$ cat src/rtl/serial_muldiv.sv
// serial_muldiv: iterative HI/LO multiply/divide unit (mult, multu, div, divu, mthi, mtlo).
// One shift-add (multiply) or restoring shift-subtract (divide) step per cycle.
module serial_muldiv #(
  parameter int unsigned WIDTH = 32
) (
  input  logic             clk,
  input  logic             resetn,
  input  logic             start,
  input  logic [1:0]       op,
  input  logic [WIDTH-1:0] opA,
  input  logic [WIDTH-1:0] opB,
  input  logic             hi_we,
  input  logic             lo_we,
  input  logic [WIDTH-1:0] wdata,
  output logic [WIDTH-1:0] hi,
  output logic [WIDTH-1:0] lo,
  output logic             busy,
  output logic             done
);

  localparam int unsigned CW = $clog2(WIDTH + 1);
  localparam int unsigned DW = 2 * WIDTH;

  typedef enum logic [1:0] {IDLE, RUN, FIX} state_e;

  state_e           state_q;
  logic [CW-1:0]    cnt_q;
  logic             is_div_q;
  logic             sign_a_q;
  logic             sign_b_q;
  logic [WIDTH-1:0] acc_hi_q;   // product upper half / partial remainder
  logic [WIDTH-1:0] acc_lo_q;   // multiplier -> product lower half / dividend -> quotient
  logic [WIDTH-1:0] opnd_q;     // multiplicand / divisor magnitude
  logic [WIDTH-1:0] hi_q;
  logic [WIDTH-1:0] lo_q;
  logic             busy_q;
  logic             done_q;

  logic             sign_a_d;
  logic             sign_b_d;
  logic [WIDTH-1:0] mag_a_d;
  logic [WIDTH-1:0] mag_b_d;
  logic [WIDTH:0]   mul_sum_d;
  logic [WIDTH:0]   rem_sh_d;
  logic [WIDTH:0]   diff_d;
  logic [DW-1:0]    prod_d;
  logic [WIDTH-1:0] quo_d;
  logic [WIDTH-1:0] rem_d;

  // Operand magnitudes, one iteration step, and final sign correction.
  always_comb begin
    sign_a_d  = op[0] & opA[WIDTH-1];
    sign_b_d  = op[0] & opB[WIDTH-1];
    mag_a_d   = sign_a_d ? (~opA + WIDTH'(1)) : opA;
    mag_b_d   = sign_b_d ? (~opB + WIDTH'(1)) : opB;

    mul_sum_d = {1'b0, acc_hi_q};
    if (acc_lo_q[0]) begin
      mul_sum_d = {1'b0, acc_hi_q} + {1'b0, opnd_q};
    end

    rem_sh_d  = {acc_hi_q, acc_lo_q[WIDTH-1]};
    diff_d    = rem_sh_d - {1'b0, opnd_q};

    prod_d    = {acc_hi_q, acc_lo_q};
    quo_d     = acc_lo_q;
    rem_d     = acc_hi_q;
    if (sign_a_q ^ sign_b_q) begin
      prod_d = ~prod_d + DW'(1);
      quo_d  = ~quo_d + WIDTH'(1);
    end
    if (sign_a_q) begin
      rem_d = ~rem_d + WIDTH'(1);
    end
  end

  // Control FSM, datapath registers and HI/LO.
  always_ff @(posedge clk or negedge resetn) begin
    if (!resetn) begin
      state_q  <= IDLE;
      cnt_q    <= '0;
      is_div_q <= 1'b0;
      sign_a_q <= 1'b0;
      sign_b_q <= 1'b0;
      acc_hi_q <= '0;
      acc_lo_q <= '0;
      opnd_q   <= '0;
      hi_q     <= '0;
      lo_q     <= '0;
      busy_q   <= 1'b0;
      done_q   <= 1'b0;
    end else begin
      done_q <= 1'b0;
      case (state_q)
        IDLE: begin
          if (start) begin
            is_div_q <= op[1];
            sign_a_q <= sign_a_d;
            sign_b_q <= sign_b_d;
            acc_hi_q <= '0;
            if (op[1]) begin
              acc_lo_q <= mag_a_d;
              opnd_q   <= mag_b_d;
            end else begin
              acc_lo_q <= mag_b_d;
              opnd_q   <= mag_a_d;
            end
            cnt_q   <= CW'(WIDTH);
            busy_q  <= 1'b1;
            state_q <= RUN;
          end else begin
            if (hi_we) hi_q <= wdata;
            if (lo_we) lo_q <= wdata;
          end
        end
        RUN: begin
          if (is_div_q) begin
            acc_hi_q <= diff_d[WIDTH] ? rem_sh_d[WIDTH-1:0] : diff_d[WIDTH-1:0];
            acc_lo_q <= {acc_lo_q[WIDTH-2:0], ~diff_d[WIDTH]};
          end else begin
            {acc_hi_q, acc_lo_q} <= {mul_sum_d, acc_lo_q[WIDTH-1:1]};
          end
          cnt_q <= cnt_q - CW'(1);
          if (cnt_q == CW'(1)) begin
            state_q <= FIX;
          end
        end
        FIX: begin
          if (is_div_q) begin
            hi_q <= rem_d;
            lo_q <= quo_d;
          end else begin
            hi_q <= prod_d[DW-1:WIDTH];
            lo_q <= prod_d[WIDTH-1:0];
          end
          done_q  <= 1'b1;
          busy_q  <= 1'b0;
          state_q <= IDLE;
        end
        default: begin
          busy_q  <= 1'b0;
          state_q <= IDLE;
        end
      endcase
    end
  end

  assign hi   = hi_q;
  assign lo   = lo_q;
  assign busy = busy_q;
  assign done = done_q;

endmodule

$ cat config.mk
export PLATFORM = sky130hd
export DESIGN_NAME = serial_muldiv
export DESIGN_NICKNAME = d
export VERILOG_FILES = /design/src/rtl/serial_muldiv.sv
export SDC_FILE = /design/constraint.sdc
export NUM_CORES = 1
export LEC_CHECK = 0
export ABC_CLOCK_PERIOD_IN_PS = 4800
export BUFFER_PORTS_ARGS = -buffer_cell sky130_fd_sc_hd__buf_2
export CORE_MARGIN = 4
export CORE_UTILIZATION = 49
export CTS_BUF_LIST = sky130_fd_sc_hd__clkbuf_4
export DETAILED_ROUTE_END_ITERATION = 8
export MAX_ROUTING_LAYER = met4
export PLACE_DENSITY_LB_ADDON = 0.15
export SYNTH_ARGS = -nofsm -noshare
export SYNTH_HDL_FRONTEND = slang
export SYNTH_SLANG_ARGS = --single-unit
$ cat constraint.sdc
create_clock -name clk -period 4.8 [get_ports clk]
set_clock_uncertainty 0.05 [all_clocks]
set_input_delay 0 -clock clk [delete_from_list [all_inputs] [get_ports clk]]
set_output_delay 0 -clock clk [all_outputs]
set_load 0.01 [all_outputs]
==> impl_metrics.csv <==
group,metric,value,unit
timing,setup_violations,0,
global_routing,grt-busiest-layer,"met2",
die,start_util,49.68,%
clocking,path_clk_slew,0.20,ns
clocking,cts_inserted_buffers,17,
power_and_ir_drop,power.leakage,7.628,nW
global_routing,grt.met3_usage,4.401,%
synth,syn_inst,1899,
layout,drive_gt1_share,12.39,%
routing,drt_wl_total,55.44,mm
power_and_ir_drop,peakVddDrop,0.5342,mV
worst_setup_path,reg2reg_depth,11,
global_routing,grt_antenna_before_repair,2,
synth,yosys_warnings,0,
clocking,clock_path_buffers,2,
routing,dr.pass1.iters,6,
synth,synth_seq_area_share,28.41,%
routing,drtIter0Drc,1752,
power_and_ir_drop,power,0.01501,W
synth,synth-edff-count,0,
timing,slew_violations,0,
worst_setup_path,crit_family,"compound AO/OA/AOI/OAI gates",
clocking,cts_setup_buffers,0,
placed_design,gp_congestion,0.9498,
clocking,root_buffer,"clkbuf_4",
die,core_area,0.03067,mm^2
global_routing,grt_pass1_wl,85.67,mm
worst_setup_path,crit_arrival,4.72,ns
clocking,insertion_delay,0.64,ns
placed_design,dpl.hpwl,40.76,mm
clocking,cts_sinks,173,
global_routing,grt_pass1_vias,14770,
worst_setup_path,crit_slowest_cell,"a2111oi_0",
routing,wl_per_cell,21.85,um
die,pin_count,169,
routing,num_vias,15570,
synth,synth_area_leaders,"dfrtp_1 (28%), mux2i_1 (7.9%), ha_1 (5.7%), xnor2_1 (5.6%), a21oi_1 (5.5%)",
timing,tightest_slew,1.188,ns
worst_setup_path,critPathMostFrequentCell,"a21o_1",
worst_setup_path,crit_type,"flip-flop to flip-flop",
worst_setup_path,crit_required,5.28,ns
timing,final-hold-violation-count,0,
worst_setup_path,slowest_delay,0.78,ns
clocking,hold_buffers,134,
die,placementRows,64,
worst_setup_path,end_kind,"flip-flop",
die,dieWidth,184.3,um
timing,finalCritPeriodShare,88.24,%
timing,max_freq,236.1,MHz
synth,netlist_area,0.01524,mm^2
timing,rsz0062_at_grt,"false",
clocking,cts-resized-gates,0,
timing,slew_headroom,20.47,%
min_path,whs_path_depth,6,
global_routing,track_usage,33.00,%
power_and_ir_drop,p_per_area,831.7,mW/mm^2
routing,vias_per_cell,6.135,
clocking,cts_tree,"yes",
global_routing,grt_overflow,0,
synth,synth_flop_cell,"dfrtp_1",
global_routing,grt_use_met2,50.21,%
synth,syn_avg_cell_area,8.023,um^2
routing,postRouteAntennaNets,0,
worst_setup_path,cp-start-kind,"flip-flop",
synth,yosys.area.top_type,"dfrtp_1",
timing,finalCriticalPeriod,4.236,ns
timing,tns,0,ns
die,die-area,0.03398,mm^2
clocking,cts_max_level,4,
synth,synth_nets,2074,
synth,synth.distinct_cells,75,
routing,route.detailed.drc,0,
global_routing,grtUsageMet1,45.73,%
synth,synth-seq-cells,173,
min_path,hold_path.class,"input port to flip-flop",
die,die_h,184.3,um
worst_setup_path,cp.depth,11,
synth,async_flop_share,100.0,%
status,outcome,"complete, no violations",
worst_setup_path,path_buf_inv,2,
worst_setup_path,crit_chain,"inv_1, fa_1, nand2b_1, a21o_1, a21o_1, a2111oi_0, o311ai_1, a211oi_4, buf_12, mux2_2, a211o_1",
synth,yosysTopAreaCellShare,28.41,%
global_routing,grt_max_degree,81,
worst_setup_path,critPathMaxFanout,40,
layout,fin_nets,2301,
run,drv_cap,0,
placed_design,place.port_buffers,168,
layout,syn_to_final_growth,18.44,%
layout,final_util,58.84,%
worst reg2reg max path, stage by stage (launching register included):
cell       delay, ns
dfrtp_1         0.60
inv_1           0.15
fa_1            0.47
nand2b_1        0.20
a21o_1          0.20
a21o_1          0.21
a2111oi_0       0.78
o311ai_1        0.26
a211oi_4        0.25
buf_12          0.29
mux2_2          0.39
a211o_1         0.28
metal layers:
| metal | vias up | wire (um) | share of wire [%] |
|---|---|---|---|
| met2 | 738 | 24390 | 44 |
| met3 | 115 | 4479 | 8.1 |
| met5 | - | 0 | 0 |
| met1 | 7341 | 24630 | 44 |
| met4 | 0 | 1944 | 3.5 |
| li1 | 7376 | - | - |
Yosys cell counts (21+ instances only):
cell / instances
ha_1: 70
nor2_1: 136
a211oi_1: 58
xnor2_1: 97
xor2_1: 77
nor2b_1: 23
clkbuf_1: 98
a31oi_1: 30
nand2_1: 224
o31ai_1: 28
a21o_1: 43
a21oi_1: 168
inv_1: 54
mux2i_1: 120
dfrtp_1: 173
or3_1: 21
o21ai_0: 165
nor3_1: 31
state kept, by name, indices dropped and copies added, names as in the netlist, 2 cells and up:
| name | count |
|---|---|
| hi | 32 |
| state_q | 2 |
| acc_hi_q | 32 |
| cnt_q | 6 |
| acc_lo_q | 32 |
| lo | 32 |
| opnd_q | 32 |
kinds of logic after synthesis:
logic type	count (synthesis)	synth area share, %
fa+ha+maj	72	6.011
flops	173	28.41
compound gates	621	25.65
xor+xnor	174	10.00
mux	127	8.401
buf+inv	178	4.566
simple gates	554	16.96
worst paths after layout:
path	from	end	slack (ns)
min reg2reg	cnt_q[4]$_DFFE_PN0P_	cnt_q[4]$_DFFE_PN0P_	0.45
max	acc_hi_q[0]$_DFFE_PN0P_	acc_hi_q[28]$_DFFE_PN0P_	0.56
max reg2reg	acc_hi_q[0]$_DFFE_PN0P_	acc_hi_q[28]$_DFFE_PN0P_	0.56
min	opA[13]	opnd_q[15]$_DFFE_PN0P_	0.04
max in group asynchronous	resetn	acc_lo_q[19]$_DFFE_PN0P_	3.50
min in group asynchronous	resetn	opnd_q[23]$_DFFE_PN0P_	0.28
cell type report:
cell class	count	area (um^2)
fill	2814	12620
tap	396	495.5
sequential	173	4330
antenna	3	7.507
clock buffer	17	127.6
clock inverter	15	192.7
timing repair buffer	332	2444
inverter	54	203.9
multi-input combinational	1548	10240
layout by cell type (no fill, tap or decap), types with 77 or more instances in the layout:
| cell | n |
|---|---|
| xnor2_1 | 97 |
| dlygate4sd3_1 | 133 |
| o21ai_0 | 165 |
| mux2i_1 | 120 |
| dfrtp_1 | 172 |
| xor2_1 | 77 |
| buf_2 | 167 |
| nor2_1 | 135 |
| nand2_1 | 223 |
| a21oi_1 | 168 |
where the power goes:
group	switching [W]	internal [W]
logic	0.00641	0.00439
registers	0.00104	0.00220
clock network	0.000668	0.000294
per-stage QoR:
| stage | setup slack, ns | cell area [um^2] | hold WS, ns | cells |
|---|---|---|---|---|
| global route | 0.3985 | 18040 | 0.05913 | 2537 |
| floorplan | 1.370 | 15240 | -0.3456 | 1899 |
| global placement | 0.8207 | 16360 | 0.04817 | 2369 |
| finish | 0.5645 | 18040 | 0.03904 | 2538 |
| CTS | 0.6788 | 18040 | 0.01087 | 2535 |
| detailed placement | 0.7295 | 16360 | 0.06434 | 2369 |
(Power assumes the default switching activity.)
